### src/rtl/seven_seg_reader.sv
// -----------------------------------------------------------------------------
// seven_seg_reader
//
// Receives a stream of raw seven-segment bytes (one per digit, most
// significant digit first) and assembles them into a frame of NDIG decoded
// hex nibbles with per-digit decimal-point, blank and error flags.
//
// Ports
//   clk         rising-edge clock
//   rst         synchronous active-high reset
//   seg_in      segment byte, [0]=a .. [6]=g, [7]=dp, active-low
//   seg_sof     seg_in is the most significant digit of a new frame
//   seg_valid   seg_in / seg_sof valid this cycle
//   seg_ready   block accepts a byte this cycle
//   value       decoded nibbles, digit k at [4k+3:4k]
//   dp          decimal point lit per digit
//   blank_mask  digit was all segments off
//   err_mask    digit pattern was not a recognised hex glyph
//   out_valid   frame result valid, held until taken
//   out_ready   consumer takes the frame when high with out_valid
//   sync_err    one-cycle pulse when a byte is dropped for lack of sof
//   state_dbg   current FSM state (0 = IDLE, 1 = COLLECT)
//
// Handshakes: a transfer happens on any rising edge where valid && ready are
// both high; valid is held by the producer until the transfer happens and
// ready may be used combinationally by the producer. seg_ready is simply
// !out_valid, so no byte is accepted while a finished frame is pending.
// -----------------------------------------------------------------------------
module seven_seg_reader #(
  parameter int NDIG = 6
) (
  input  logic              clk,
  input  logic              rst,
  input  logic [7:0]        seg_in,
  input  logic              seg_sof,
  input  logic              seg_valid,
  output logic              seg_ready,
  output logic [4*NDIG-1:0] value,
  output logic [NDIG-1:0]   dp,
  output logic [NDIG-1:0]   blank_mask,
  output logic [NDIG-1:0]   err_mask,
  output logic              out_valid,
  input  logic              out_ready,
  output logic              sync_err,
  output logic              state_dbg
);

  localparam int CW = (NDIG > 1) ? $clog2(NDIG) : 1;

  typedef enum logic {
    IDLE    = 1'b0,
    COLLECT = 1'b1
  } state_t;

  state_t            state;
  logic [CW-1:0]     count;      // index of the next byte within the frame

  // Partial-frame accumulators; only copied to the outputs on completion,
  // so the outputs never show a half-built frame.
  logic [4*NDIG-1:0] val_acc;
  logic [NDIG-1:0]   dp_acc;
  logic [NDIG-1:0]   blank_acc;
  logic [NDIG-1:0]   err_acc;

  logic              xfer;
  logic              accept;
  logic              last;
  logic [CW-1:0]     idx;
  logic [3:0]        nib;
  logic              is_blank;
  logic              is_err;
  logic [4*NDIG-1:0] nxt_val;
  logic [NDIG-1:0]   nxt_dp;
  logic [NDIG-1:0]   nxt_blank;
  logic [NDIG-1:0]   nxt_err;

  assign seg_ready = !out_valid;
  assign xfer      = seg_valid && seg_ready;
  assign state_dbg = (state == COLLECT);

  // A byte is kept if it starts a frame or continues one; a non-sof byte
  // in IDLE is dropped.
  assign accept = xfer && (seg_sof || (state == COLLECT));

  // Glyph decode on segments a..g only.
  always_comb begin
    nib      = 4'h0;
    is_blank = 1'b0;
    is_err   = 1'b0;
    case (seg_in[6:0])
      7'h40:   nib = 4'h0;
      7'h79:   nib = 4'h1;
      7'h24:   nib = 4'h2;
      7'h30:   nib = 4'h3;
      7'h19:   nib = 4'h4;
      7'h12:   nib = 4'h5;
      7'h02:   nib = 4'h6;
      7'h78:   nib = 4'h7;
      7'h00:   nib = 4'h8;
      7'h10:   nib = 4'h9;
      7'h08:   nib = 4'hA;
      7'h03:   nib = 4'hB;
      7'h46:   nib = 4'hC;
      7'h21:   nib = 4'hD;
      7'h06:   nib = 4'hE;
      7'h0E:   nib = 4'hF;
      7'h7F:   is_blank = 1'b1;
      default: is_err   = 1'b1;
    endcase
  end

  // Digit slot this byte lands in: a sof byte always restarts at the top.
  always_comb begin
    if (seg_sof || (state == IDLE)) begin
      idx = CW'(NDIG - 1);
    end else begin
      idx = CW'(NDIG - 1) - count;
    end
  end

  assign last = (idx == '0);

  // Merge the current byte into the accumulators. A sof byte starts from a
  // clean frame so nothing from a discarded partial frame survives.
  always_comb begin
    nxt_val   = seg_sof ? '0 : val_acc;
    nxt_dp    = seg_sof ? '0 : dp_acc;
    nxt_blank = seg_sof ? '0 : blank_acc;
    nxt_err   = seg_sof ? '0 : err_acc;
    nxt_val[{idx, 2'b00} +: 4] = nib;
    nxt_dp[idx]                = !seg_in[7];
    nxt_blank[idx]             = is_blank;
    nxt_err[idx]               = is_err;
  end

  always_ff @(posedge clk) begin
    if (rst) begin
      state      <= IDLE;
      count      <= '0;
      val_acc    <= '0;
      dp_acc     <= '0;
      blank_acc  <= '0;
      err_acc    <= '0;
      value      <= '0;
      dp         <= '0;
      blank_mask <= '0;
      err_mask   <= '0;
      out_valid  <= 1'b0;
      sync_err   <= 1'b0;
    end else begin
      sync_err <= xfer && (state == IDLE) && !seg_sof;

      if (out_valid && out_ready) begin
        out_valid <= 1'b0;
      end

      if (accept) begin
        if (last) begin
          value      <= nxt_val;
          dp         <= nxt_dp;
          blank_mask <= nxt_blank;
          err_mask   <= nxt_err;
          out_valid  <= 1'b1;
          state      <= IDLE;
          count      <= '0;
        end else begin
          val_acc   <= nxt_val;
          dp_acc    <= nxt_dp;
          blank_acc <= nxt_blank;
          err_acc   <= nxt_err;
          state     <= COLLECT;
          count     <= seg_sof ? CW'(1) : count + CW'(1);
        end
      end
    end
  end

endmodule

### config.mk
export PLATFORM = sky130hd
export DESIGN_NAME = seven_seg_reader
export DESIGN_NICKNAME = d
export VERILOG_FILES = /design/src/rtl/seven_seg_reader.sv
export SDC_FILE = /design/constraint.sdc
export NUM_CORES = 1
export LEC_CHECK = 0
export ABC_AREA = 0
export ABC_CLOCK_PERIOD_IN_PS = 6250
export CAP_MARGIN = 20
export CORE_ASPECT_RATIO = 1.1
export CORE_MARGIN = 2
export CORE_UTILIZATION = 55
export CTS_BUF_LIST = sky130_fd_sc_hd__clkbuf_4 sky130_fd_sc_hd__clkbuf_8
export CTS_CLUSTER_SIZE = 12
export DETAILED_ROUTE_END_ITERATION = 16
export DONT_BUFFER_PORTS = 1
export PLACE_DENSITY = 0.69
export SLEW_MARGIN = 10
export SYNTH_ARGS = -nofsm -noshare
export SYNTH_HDL_FRONTEND = slang
export SYNTH_SLANG_ARGS = --single-unit
### constraint.sdc
create_clock -name clk -period 6.25 [get_ports clk]
set_input_delay 0.625 -clock clk [delete_from_list [all_inputs] [get_ports clk]]
set_output_delay 0.625 -clock clk [all_outputs]
set_load 0.03 [all_outputs]
==> impl_metrics.yaml <==
placement:
  detailed_place.area_um2: 3980
  placement.io_buffers: 0
  weighted_congestion_at_the_end_of_routability_driven_global_placement: 0.917
  hpwlAfterDp_um: 6560
  dp_cell_count: 523
  placement_setup_slack_ns: 3.23
final_layout:
  post_layout_nonfiller_instances: 539
  multiInputGateArea_um2: 2030
  layout_fillers: 615
  net_count_of_the_finished_layout: 468
  final_area_um2: 4190
  syn_to_final_growth_pct: 4.65
  share_of_cells_above_drive_strength_1_pct: 7.05
  diodes: 0
  ff_latch_area_um2: 1800
worst_hold_path:
  worst_hold_start: "rst"
  min-delay-path-class: "input port to flop"
sta:
  achievable-frequency_ghz: 0.330
  finalHoldViolations: 0
  final_critical_path_share_of_the_clock_period_pct: 48.5
  drv_slew: 0
  worst-slew-pin-transition_ns: 0.694
  worst_clock_skew_ns: 0.00947
  layout_setup_ws_ns: 3.22
  rsz0062_at_grt: "false"
  timing.setup.tns_ns: 0
  final-setup-viol-count: 0
  final.min_clock_period_ns: 3.03
  max-slew-margin-rel_pct: 53.7
logic_synthesis:
  synth_area_um2: 4010
  avgSynthCellArea_um2: 8.56
  main_synth_ff_type: "sky130_fd_sc_hd__dfxtp_1"
  synth_adder_area_share_pct: 1.87
  sequential_share_of_the_synthesized_area_pct: 45.0
  synth_xor_area_share_pct: 0.437
  yosys_register_bits: 90
  share_of_synthesized_flip_flops_with_an_asynchronous_set_or_reset_pct: 0
  synth_top_cells_by_count: "sky130_fd_sc_hd__dfxtp_1, sky130_fd_sc_hd__nor2_1, sky130_fd_sc_hd__nand2_1"
  netlist-cell-type-count: 61
  post_synth_mux_area_share_pct: 0.250
  synth_top_cell_by_area: "sky130_fd_sc_hd__dfxtp_1"
  synthMostInstantiatedCell: "sky130_fd_sc_hd__dfxtp_1"
  net_count_after_synthesis: 487
  yosysWarningCount: 0
  synth_simple_gate_area_share_pct: 26.7
  synth-edff-count: 0
  synth_top_area_share_pct: 45.0
  syn-instance-count: 468
  fraction_of_the_mapped_netlist_area_in_compound_gates_pct: 21.5
  synth_top_family_by_area: "simple AND/OR/NAND/NOR gates"
  synth_top_cells_by_area: "sky130_fd_sc_hd__dfxtp_1, sky130_fd_sc_hd__nor2_1, sky130_fd_sc_hd__a22oi_1"
setup_path:
  critPathCaptureType: "flop"
  critical_path.top_delay_family: "simple AND/OR/NAND/NOR gates"
  worstPathBufferInverterCount: 1
  setup.worst_path.start_class: "flop"
  critical_path_cell_by_cell: "and3b_1, ha_1, ha_1, and3_1, buf_4, nor2_1, a32oi_1, o21ai_1"
  required_ns: 6.49
  crit_path_max_fanout: 15
  r2r-start: "state_dbg"
  worst_path_most_repeated_cell: "sky130_fd_sc_hd__ha_1"
  crit_type: "flop to flop"
  critical_path_s_slowest_cell: "sky130_fd_sc_hd__dfxtp_1"
  timing.critical_path.arrival_ns: 3.27
  critical_path.startpoint: "state_dbg"
  critical_path.max_stage_delay_ns: 0.66
grt:
  grt_pass1_vias: 3148
  initial_antenna_violation_count: 0
  global_route.usage.total_pct: 24.6
  global_route_wire_length_before_repair_um: 15700
  maximum_number_of_pins_on_one_net_before_global_route_repair: 72
  overflow: 0
floorplan:
  dieWidth_um: 85.4
  io_pins: 59
  die_height_um: 93.5
  initial_core_util_pct: 56.8
  design.die.area_um2: 7980
  core_area_um2: 7050
  std_cell_rows: 32
clock_tree:
  post_cts_resized: 0
  clk-insertion-delay-late_ns: 0.36
  tritoncts: "built"
  cts.htree.levels: 3
  cts_buffer_depth: 2
  clock-root-buffer: "sky130_fd_sc_hd__clkbuf_8"
  number_of_clock_buffers_inserted_by_tritoncts: 9
  post-cts-setup-buffers: 0
  clk_pin_slew_ns: 0.09
  clkSinkCount: 90
  hold_buffers: 0
detailed_routing:
  drtAntennaViolNets: 0
  drt-vias-per-instance: 6.21
  wirelength_um: 9290
  detail_route.drc_violations: 0
  detailroute.via_count: 3346
  number_of_design_rule_violations_left_by_the_first_detailed_router_iteration: 219
  drtPass1Iterations: 4
  avgRoutedWirePerCell_um: 17.2
power:
  max-vdd-ir-drop_mv: 0.161
  power.density_cell_area_nw_per_um2: 248
  power.leakage_nw: 1.40
  power_mw: 1.04
outcome:
  run_status: "finished, final reports clean"
flow_run:
  drv.max_cap_violation_count: 0
-- worst register-to-register path, cell delays in order, from the launching register on --
cell and delay, ns:
sky130_fd_sc_hd__dfxtp_1 0.66, sky130_fd_sc_hd__and3b_1 0.44, sky130_fd_sc_hd__ha_1 0.21, sky130_fd_sc_hd__ha_1 0.28, sky130_fd_sc_hd__and3_1 0.60, sky130_fd_sc_hd__buf_4 0.33, sky130_fd_sc_hd__nor2_1 0.13, sky130_fd_sc_hd__a32oi_1 0.18
sky130_fd_sc_hd__o21ai_1 0.10
-- sequential cells by signal (all words and copies together) (netlist names) --
signal / count
value: 24
count: 3
state_dbg: 1
blank_mask: 6
sync_err: 1
dp: 6
err_acc: 6
val_acc: 24
err_mask: 6
out_valid: 1
blank_acc: 6
dp_acc: 6
-- cells by family after synthesis --
logic type | Yosys count
buffers and inverters | 38
AOI/OAI and AO/OA | 127
DFF | 90
muxes | 1
adders and majority gates | 6
xor gates and xnor gates | 2
and+or+nand+nor | 204
-- layer usage --
layer	up-vias	part of all wire, %	track usage [%]
li1	1675	-	-
met3	19	6.7	5.74
met2	105	47	38.3
met5	-	0	0
met1	1547	44	32.5
met4	0	2.0	10.4
-- through the flow --
| stage | util [%] | hold slack [ns] |
|---|---|---|
| 6_report | 59.5 | 0.325 |
| 5_1_grt | 59.5 | 0.308 |
| 4_1_cts | 59.5 | 0.317 |
| 3_5_place_dp | 56.5 | 0.443 |
| 3_3_place_gp | 56.5 | 0.440 |
| 2_1_floorplan | - | 0.426 |
-- cell type report --
type	instances	share of cell area, %
inverter	5	0.448
sequential	90	43.0
clock buffer	10	3.28
tap	85	2.54
timing repair buffer	3	0.537
clock inverter	6	1.73
multi-input combinational	340	48.5
-- report_power, final --
group | internal (mW) | total [mW] | switching [mW]
Combinational | 0.0178 | 0.0477 | 0.0299
Sequential | 0.576 | 0.582 | 0.00555
Clock | 0.200 | 0.410 | 0.211
-- path summary, 6_finish.rpt --
path | endpoint | slack [ns] | cells after the start
setup / recovery | err_mask[0] | 3.22 | 8
setup reg to reg | err_mask[0] | 3.22 | 8
hold reg to reg | val_acc[15] | 0.45 | 2
hold / removal | blank_mask[5] | 0.33 | 1
-- placed cells by master (no fill, tap or decap), types with 3 or more instances in the layout --
master / count
sky130_fd_sc_hd__a31oi_1: 3
sky130_fd_sc_hd__o2bb2ai_1: 8
sky130_fd_sc_hd__o21ai_0: 11
sky130_fd_sc_hd__nor2_1: 73
sky130_fd_sc_hd__nand4_1: 8
sky130_fd_sc_hd__and3b_1: 4
sky130_fd_sc_hd__buf_4: 3
sky130_fd_sc_hd__inv_1: 4
sky130_fd_sc_hd__o22ai_1: 5
sky130_fd_sc_hd__ha_1: 6
sky130_fd_sc_hd__a21oi_1: 21
sky130_fd_sc_hd__a221oi_1: 4
sky130_fd_sc_hd__or2_1: 4
sky130_fd_sc_hd__nand3b_1: 8
sky130_fd_sc_hd__dfxtp_1: 90
sky130_fd_sc_hd__nand2b_1: 8
sky130_fd_sc_hd__and2_1: 5
sky130_fd_sc_hd__a32oi_1: 6
sky130_fd_sc_hd__nor3_1: 19
sky130_fd_sc_hd__nand2_1: 28
sky130_fd_sc_hd__clkbuf_8: 10
sky130_fd_sc_hd__a211oi_1: 7
sky130_fd_sc_hd__o21ai_1: 22
sky130_fd_sc_hd__a22oi_1: 25
sky130_fd_sc_hd__nand3_1: 14
sky130_fd_sc_hd__a311oi_1: 5
sky130_fd_sc_hd__or3_1: 4
sky130_fd_sc_hd__nor2b_1: 8
(Power assumes the default switching activity.)
